**src/rtl/rf_wb_arbiter.sv**
```systemverilog
// Purpose: arbitrates load/ALU write-back into the register file and keeps a pending-write scoreboard for issue.
// Latency: the grant is combinational and the RF write is registered 1 cycle after acceptance. Backpressure: the loser sees ready=0 and holds its request.
// Config: RF_WB_RR_EN selects round-robin arbitration. When it is undefined, mem has fixed priority over alu.
module rf_wb_arbiter #(
    parameter int DW = 16,
    parameter int AW = 3
) (
    input  logic                 clk,
    input  logic                 rst_n,
    input  logic                 mem_valid,
    input  logic [AW-1:0]        mem_wreg,
    input  logic [DW-1:0]        mem_wdata,
    output logic                 mem_ready,
    input  logic                 alu_valid,
    input  logic [AW-1:0]        alu_wreg,
    input  logic [DW-1:0]        alu_wdata,
    output logic                 alu_ready,
    output logic                 rf_we,
    output logic [AW-1:0]        rf_wreg,
    output logic [DW-1:0]        rf_wdata,
    input  logic                 issue_valid,
    input  logic [AW-1:0]        issue_rd,
    output logic                 issue_ack,
    input  logic [AW-1:0]        rs1,
    input  logic [AW-1:0]        rs2,
    output logic                 raw_hazard,
    output logic [(1<<AW)-1:0]   busy
);
    localparam int NREG = 1 << AW;

    logic            mem_gnt;
    logic            alu_gnt;
    logic            xfer;
    logic [AW-1:0]   sel_wreg;
    logic [DW-1:0]   sel_wdata;
    logic [NREG-1:0] busy_nxt;

`ifdef RF_WB_RR_EN
    // alu_pref=1 means alu lost (or was not granted) most recently and wins the next conflict
    logic alu_pref;

    always_comb begin
        mem_gnt = mem_valid & (~alu_valid | ~alu_pref);
        alu_gnt = alu_valid & (~mem_valid | alu_pref);
    end

    always_ff @(posedge clk or negedge rst_n) begin
        if (!rst_n) begin
            alu_pref <= 1'b0;
        end else if (mem_ready) begin
            alu_pref <= 1'b1;
        end else if (alu_ready) begin
            alu_pref <= 1'b0;
        end
    end
`else
    always_comb begin
        mem_gnt = mem_valid;
        alu_gnt = alu_valid & ~mem_valid;
    end
`endif

    // Handshakes are suppressed while reset is held so nothing is accepted then
    assign mem_ready = rst_n & mem_gnt;
    assign alu_ready = rst_n & alu_gnt;
    assign xfer      = mem_ready | alu_ready;

    always_comb begin
        sel_wreg  = alu_wreg;
        sel_wdata = alu_wdata;
        if (mem_ready) begin
            sel_wreg  = mem_wreg;
            sel_wdata = mem_wdata;
        end
    end

    always_ff @(posedge clk or negedge rst_n) begin
        if (!rst_n) begin
            rf_we    <= 1'b0;
            rf_wreg  <= '0;
            rf_wdata <= '0;
        end else begin
            rf_we <= xfer;
            if (xfer) begin
                rf_wreg  <= sel_wreg;
                rf_wdata <= sel_wdata;
            end
        end
    end

    // A write-back to a register that is not busy is still performed. Its clear is a harmless no-op.
    assign issue_ack  = rst_n & issue_valid & ~busy[issue_rd];
    assign raw_hazard = busy[rs1] | busy[rs2];

    always_comb begin
        busy_nxt = busy;
        if (rf_we) begin
            busy_nxt[rf_wreg] = 1'b0;
        end
        // A set applied after the clear wins when both hit the same register
        if (issue_ack) begin
            busy_nxt[issue_rd] = 1'b1;
        end
    end

    always_ff @(posedge clk or negedge rst_n) begin
        if (!rst_n) begin
            busy <= '0;
        end else begin
            busy <= busy_nxt;
        end
    end
endmodule

```
**config.mk**
```make
export PLATFORM = sky130hd
export DESIGN_NAME = rf_wb_arbiter
export DESIGN_NICKNAME = d
export VERILOG_FILES = /design/src/rtl/rf_wb_arbiter.sv
export SDC_FILE = /design/constraint.sdc
export NUM_CORES = 1
export LEC_CHECK = 0
export BUFFER_PORTS_ARGS = -buffer_cell sky130_fd_sc_hd__buf_2
export CAP_MARGIN = 20
export CORE_MARGIN = 4
export CORE_UTILIZATION = 47
export DETAILED_ROUTE_END_ITERATION = 10
export PLACE_DENSITY = 0.84
export SLEW_MARGIN = 20
export SYNTH_ARGS = -nofsm -noshare
export SYNTH_HDL_FRONTEND = slang
export SYNTH_SLANG_ARGS = --single-unit
```
**constraint.sdc**
```tcl
create_clock -name clk -period 1.9 [get_ports clk]
set_input_delay 0.095 -clock clk [delete_from_list [all_inputs] [get_ports clk]]
set_output_delay 0.095 -clock clk [all_outputs]
set_load 0.005 [all_outputs]
```
Word level (Yosys, flattened, before mapping)
Cells that the tools add are included.
W data, S select, Z words.
{ "word_totals": {"ff_bits": 28, "input_bits": 52, "elab_cells": 38} }
{ "classes": {"n_lt_le_gt_ge": 6, "muxes": 14, "n_bitwise": 12, "reduce_logical": 2} }
{ "ops": {"columns": ["cell", "count"], "rows": [
  ["$lt A3 B4 Y1 const B", 4],
  ["$mux W16", 1],
  ["$mux W8", 2],
  ["$bmux W1 S3", 3],
  ["$and A8 B8 Y8", 1],
  ["$not A8 Y8", 1],
  ["$or A8 B8 Y8", 1],
  ["$demux W1 S3", 2],
  ["$ge A3 B1 Y1 const B", 2],
  ["$and A1 B1 Y1", 5],
  ["$mux W1", 5],
  ["$mux W3", 1],
  ["$logic_and A1 B1 Y1", 2],
  ["$not A1 Y1", 2],
  ["$or A1 B1 Y1", 2]
]} }

Depth between registers and ports, before layout
Gate-level depths: netlist (run 1).
{ "depth": {"ltp_word": 9, "ltp_mapped": 6} }

Worst setup path after synthesis (run 1)
OpenSTA, ideal clock, no wires.
{ "synth_path": {"path_type": "register -> output", "start": "register busy[7]", "end": "output port raw_hazard", "arrival_ns": 1.056, "slack_ns": 0.749, "stages_incl_launch_ff": 4, "n_path_buf": 0, "cell_sequence": "dfrtp_1 mux4_2 mux2i_1 nand2_1"} }
{ "synth_via": {"elab_chain_len": 3, "elab_cells_between_ends": 5, "classes_between": "mux (4); bitwise (1)"} }
{ "synth_lines": {"columns": ["item", "line_no", "text"], "rows": [
  ["start: declaration", "27", "output logic [(1<<AW)-1:0] busy"],
  ["start signal: assignment", "110", "busy <= busy_nxt;"],
  ["$bmux W1 S3", "93", "assign raw_hazard = busy[rs1] | busy[rs2];"],
  ["$mux W1 (not written as such)", "93", null],
  ["$or A1 B1 Y1 (*)", "93", null],
  ["end: declaration", "26", "output logic raw_hazard,"]
]} }
Mark *: on every way between the ends. The rest lies on a longest branch, timed or not. The select of a mux whose other input is x is not followed.

Worst setup path in the final report (run 1)
{ "layout_path": {"start": "register busy[4]", "end": "output port raw_hazard"} }
The elaborated chain is that of the path after synthesis.

==> results of run 1 <==
## metrics by stage
step	std cells	utilization [%]	power (W)
floorplan	146	-	0.00115
global placement	266	63.5	0.00142
detailed placement	266	63.5	0.00144
CTS	271	65.0	0.00172
global route	271	65.0	0.00184
finish	271	65.0	0.00170
## flip-flops by register name, indices dropped and copies added (netlist names)
register and count:
busy 8, rf_we 1, rf_wdata 16, rf_wreg 3
## per-layer routing
metal  part of all wire (%)  vias up  GRT usage, %  wire, um
met5                      0        -             0         0
met3                     11        2          4.68       391
met2                     46       76          29.8      1690
li1                       -      691             -         -
met1                     43      636          24.2      1560
met4                   0.41        0          3.96        15
## worst max-delay path by stage
stage	cells after the start	start	to	slack (ps)
4_1_cts	4	busy[4]	raw_hazard	210
5_1_grt	4	busy[4]	raw_hazard	100
2_1_floorplan	3	busy[7]	raw_hazard	750
6_report	4	busy[4]	raw_hazard	230
3_5_place_dp	4	busy[4]	raw_hazard	590
3_3_place_gp	4	busy[7]	raw_hazard	630
## final cells by class
class / instances / area, um2
fillers: 267 / 1080
clock buffers: 4 / 36.3
flip-flops and latches: 28 / 701
inverters: 3 / 11.3
multi-input cells: 106 / 756
well taps: 44 / 55.1
repair buffers: 86 / 440
## power groups by stage
stage	combinational, W	sequential, W	clock (W)
final	0.000567	0.000852	0.000283
after global routing	0.000634	0.000879	0.000325
after CTS	0.000576	0.000850	0.000293
after detailed placement	0.000574	0.000862	0
after global placement	0.000567	0.000850	0
after floorplan	0.000299	0.000849	0
## tightest hold or removal path, cell delays in order
cell	delay, ps
buf_2	70
mux2i_1	50
o21ai_0	130
## logic make-up (layout without fill, tap and decap cells)
logic type | after synthesis | in the layout | share of synthesized area (%)
mux | 27 | 27 | 21.0
compound gates | 39 | 39 | 15.2
flops | 28 | 28 | 46.0
simple gates | 40 | 40 | 13.1
buf+inv | 12 | 93 | 4.60
## cells in the mapped netlist (all sizes together)
| cell | count | share of area (%) |
|---|---|---|
| nand4 | 1 | 0.41 |
| mux2i | 23 | 15 |
| or4b | 1 | 0.66 |
| inv | 3 | 0.74 |
| and3b | 1 | 0.58 |
| nand2b | 4 | 1.6 |
| o41ai | 2 | 1.2 |
| nand3b | 2 | 0.99 |
| nand4b | 1 | 0.58 |
| a22o | 1 | 0.58 |
| o31ai | 3 | 1.8 |
| o21ai | 30 | 9.9 |
| mux4 | 4 | 5.9 |
| clkbuf | 1 | 0.25 |
| nand2 | 26 | 6.9 |
| nor2b | 1 | 0.41 |
| a211oi | 1 | 0.49 |
| dfrtp | 28 | 46 |
| nand3 | 3 | 0.99 |
| o211ai | 2 | 1.3 |
| buf | 8 | 3.6 |
## timing repair
item / CTS / global route
buffers inserted: 0 / 0
hold buffers: 1 / 0
endpoints found under the hold margin: 6 / 0
==> metrics, run 1 <==
status completed; Worst Tran Pin Value approximately 310 ps; vias in the first global route 1350; WP buf/inv 1; gp weighted congestion 0.919; final worst slack approximately 230 ps; pwr dens 851 nW/um2; final setup TNS 0 ps; Skew-Pair Late Insertion Delay 320 ps; Design Area, Final between 1500 and 2000 um2; Core Area between 3000 and 4000 um2; Net Sw Frac 32.6%; static leakage 1.09 nW; r2r startpoint busy[0]; critical path's slowest cell mux4_2; clk sink count 28; delay-heaviest family, CP multiplexers; R2R cell count 3; kind of critical path reg -> out; combinational share of power 33.3%; total gr overflow 0; Ant. Diodes 0; vias 1405; Ports 84; layout cells sized above 1 a little over two fifths; NumNets Final 280; first-pass GRT wire length 6.00 mm; post_cts resized 0; worst hold slack 45.5 ps; max_cap viols 0; IO buf count between 80 and 90; worst-path cell chain mux4_2 > mux2i_1 > nand2_1 > buf_2; DP Wirelength 2.99 mm; CP max stage delay 480 ps; CP max FO 6; syn nets ~200; Worst Hold End rf_wdata[2]; Max IR drop VDD 0.000385 V; YS warnings 0; clock power share 16.6%; sequential power share 50.1%; Pint approximately 0.0011 W; mapped cell area 1520 um2; initial drt markers 107; most common cell after layout, fill and taps aside buf_2; period utilization 88.1%; P_sw 0.000556 W; Clock Tree Buf Depth 2; Overall Global Routing Usage 18.2%; dpl ws ~590 ps; Num CTS Buffers 3; die height 64.9 um; CTS tree yes; per-cell routed wire length 13.5 um; syn avg cell area 10.4 um2; Final Hold Fails 0; initial antenna violation count 0; Area Overhead vs Synth 31.3%; hold path startpoint mem_wdata[2]; post-route ant nets 0; WP data required 1800 ps; Slew Viols, Final 0; CTS clk-pin slew, worst paths 150 ps; drt pass-1 iters 4; most frequent cells in the layout buf_2, o21ai_0, dfrtp_1; FF-to-FF setup slack 650 ps; f_max 0.598 GHz; fin crit period between 1500 and 2000 ps; Starting Density approximately 50%; Placed Area 1950 um2; Die ar. roughly 4200 um2; die width 64.9 um; Post-Syn Instances 146; drt via density around 5.2; CTS Root Cell clkbuf_4; critical path endpoint category primary output; Post-Route WL 3.66 mm; number of H-tree levels 1; DRC Markers 0; normalized max-slew margin between 70 and 80%; Seq cells post-synth 28; largest net degree at the start of global routing 38; FP Rows 20; Hold Crit Depth 3; sequential-to-total area share from yosys stat 46.0%; number of distinct library cells after synthesis 26; Critical Path AT 1580 ps; reg2reg end busy[7]; crit start category flip-flop; unrepaired setup endpoints after global routing no; Clock Skews 9.37 ps; HP Class in -> reg; final setup vio count 0
Note: power is estimated with default switching activity, not from simulation.
==> run 2: changes to the inputs <==
- ABC_AREA: unset -> 1
- CORE_UTILIZATION: 47 -> 48
- PLACE_DENSITY: 0.84 -> 0.85
==> metrics, run 2 <==
Post-synth top cells nand2_1, o21ai_0, nand3_1; Largest regs rf_wdata (16), busy (8), rf_wreg (3); Core Area 3100 um2; Ant. Diodes 0; filler cell count 299; YS warnings 0; metal2 WL around 2 mm; setup bufs post-CTS 0; worst hold slack 19.8 ps; initial drt markers 100; IO buf count 83; sequential-to-total area share from yosys stat approximately 44%; mapped cell area 1590 um2; layout cells sized above 1 roughly a third; Die ar. 4300 um2; EDFF count, synth 0; critical path endpoint category primary output; max_cap viols 0; Area Overhead vs Synth 29.7%; die height 65.6 um; Post-Route WL 4.41 mm; ys async rst share 100%; DP Wirelength 3.40 mm; vias 1808; Worst Hold End rf_wdata[2]; Worst Tran Pin Value between 600 and 700 ps; clk sink count 28; most frequent cells in the layout buf_2, nand2_1, o21ai_0; Yosys top cell area share between 40% and 50%; Overall Global Routing Usage 22.2%; kind of critical path in -> out; Skew-Pair Late Insertion Delay around 320 ps; Seq cells post-synth 28; FP Rows 20; DRC Markers 0; leading area contributor after synthesis dfrtp_1; Ports 84; unrepaired setup endpoints after global routing no; worst-path cell chain dlygate4sd3_1 > buf_2 > nand2_2 > inv_1 > buf_2; fin crit period 1730 ps; WP data required 1800 ps; pwr dens 825 nW/um2; Top Layer Used met4; post-route ant nets 0; CTS clk-pin slew, worst paths 140 ps; Starting Density 51.3%; gp weighted congestion 0.845; Critical Path AT 1640 ps; Hold Crit Depth 3; Final Hold Fails 0; largest net degree at the start of global routing 26; per-cell routed wire length 12.8 um; Clock Skews about 2.8 ps; status completed; die width 65.6 um; most common cell after layout, fill and taps aside buf_2; max reg flops 16; final setup TNS 0 ps; DR WL met3 399 um; vias in the first global route 1688; CTS Root Cell clkbuf_4; drt via density between 5 and 6; top post-synthesis cells by area dfrtp_1, o21ai_0, nand3_1, nand2_1, nor2_1; clock power share between 10% and 20%; R2R cell count 7; drt pass-1 iters 4; Slew Viols, Final 0; total gr overflow 0; r2r startpoint busy[5]; critical path's slowest cell dlygate4sd3_1; FF-to-FF setup slack 760 ps; Pint 0.00108 W; Num CTS Buffers 3; hold path startpoint alu_wdata[2]; Top cell by count, worst path buf_2; most numerous cell in the Yosys netlist nand2_1; f_max 0.578 GHz; P_sw around 0.00063 W; NumNets Final 355; final setup vio count 0; HP Class in -> reg; number of H-tree levels 1; CP max stage delay between 500 and 600 ps; Post-Syn Instances 221; Max IR drop VDD 0.000424 V; static leakage 1.11 nW; CTS tree yes; period utilization 91.1%; Most flops, register rf_wdata; sequential power share 51.9%; hold_buf cts 1; CP max FO 20; Main synth FF type dfrtp_1; post_cts resized 0; crit start category input port; Net Sw Frac 36.8%; initial antenna violation count 0; Met1 Routed Length between 1.5 and 2 mm; combinational share of power 34.2%; number of distinct library cells after synthesis 20; Clock Tree Buf Depth 2; syn nets roughly 270; reg2reg end busy[6]; first-pass GRT wire length 7.51 mm; syn avg cell area 7.20 um2; normalized max-slew margin 58.9%
[run 2: changes by cell type after synthesis, moves of 12 or more]
| cell | previous run | this run |
|---|---|---|
| o21ai_1 | 0 | 13 |
| nor2_1 | 0 | 29 |
| nand2_1 | 25 | 41 |
| mux2i_1 | 23 | 0 |
| nand3_1 | 3 | 32 |
| inv_1 | 3 | 15 |
[run 2: per-stage QoR]
stage               power (W)  instances  setup WS, ps  util, %  cell area [um2]
global placement      0.00146        341           705     65.5             2030
floorplan             0.00116        221           860        -             1590
finish                0.00170        345           169     66.5             2060
CTS                   0.00171        345           185     66.5             2060
global route          0.00185        345          54.1     66.5             2060
detailed placement    0.00148        341           657     65.5             2030
[run 2: kinds of logic after synthesis]
| family | count (synthesis) | share of synthesized area (%) |
|---|---|---|
| DFF | 28 | 44.0 |
| AOI/OAI and AO/OA | 52 | 16.7 |
| and+or+nand+nor | 115 | 32.0 |
| buffers and inverters | 26 | 7.23 |
[run 2: final cells by class]
cell class,count,area [um2],area share (%)
Inverter,16,62.6,3.03
Sequential cell,28,701,33.9
Multi-Input combinational cell,167,776,37.6
Tap cell,44,55.1,2.67
Clock buffer,3,22.5,1.09
Timing Repair Buffer,87,448,21.7
[run 2: worst max-delay path by stage]
stage	start	end	slack, ps	depth (start not counted)
2_1_floorplan	busy[5]	issue_ack	860	6
3_3_place_gp	rst_n	rf_wreg[0]	700	5
3_5_place_dp	mem_valid	rf_wdata[5]	660	5
4_1_cts	rst_n	mem_ready	180	5
5_1_grt	rst_n	mem_ready	50	5
6_report	rst_n	mem_ready	170	5
[run 2: critical path, delay by kind of cell]
family	cells	cell delay, ps
buf+inv	4	1390
simple gates	1	150
[run 2: per-layer routing]
metal  vias up  GRT usage [%]
li1        903              -
met4         0           8.29
met5         -              0
met1       817           28.5
met3         8           4.62
met2        80           36.7
[run 2: power by group through the flow]
stage	logic [W]	clock network, W	registers, W
after floorplan	0.000303	0	0.000862
after global placement	0.000571	0	0.000887
after detailed placement	0.000589	0	0.000890
after CTS	0.000591	0.000242	0.000878
after global routing	0.000681	0.000269	0.000902
final	0.000582	0.000237	0.000883
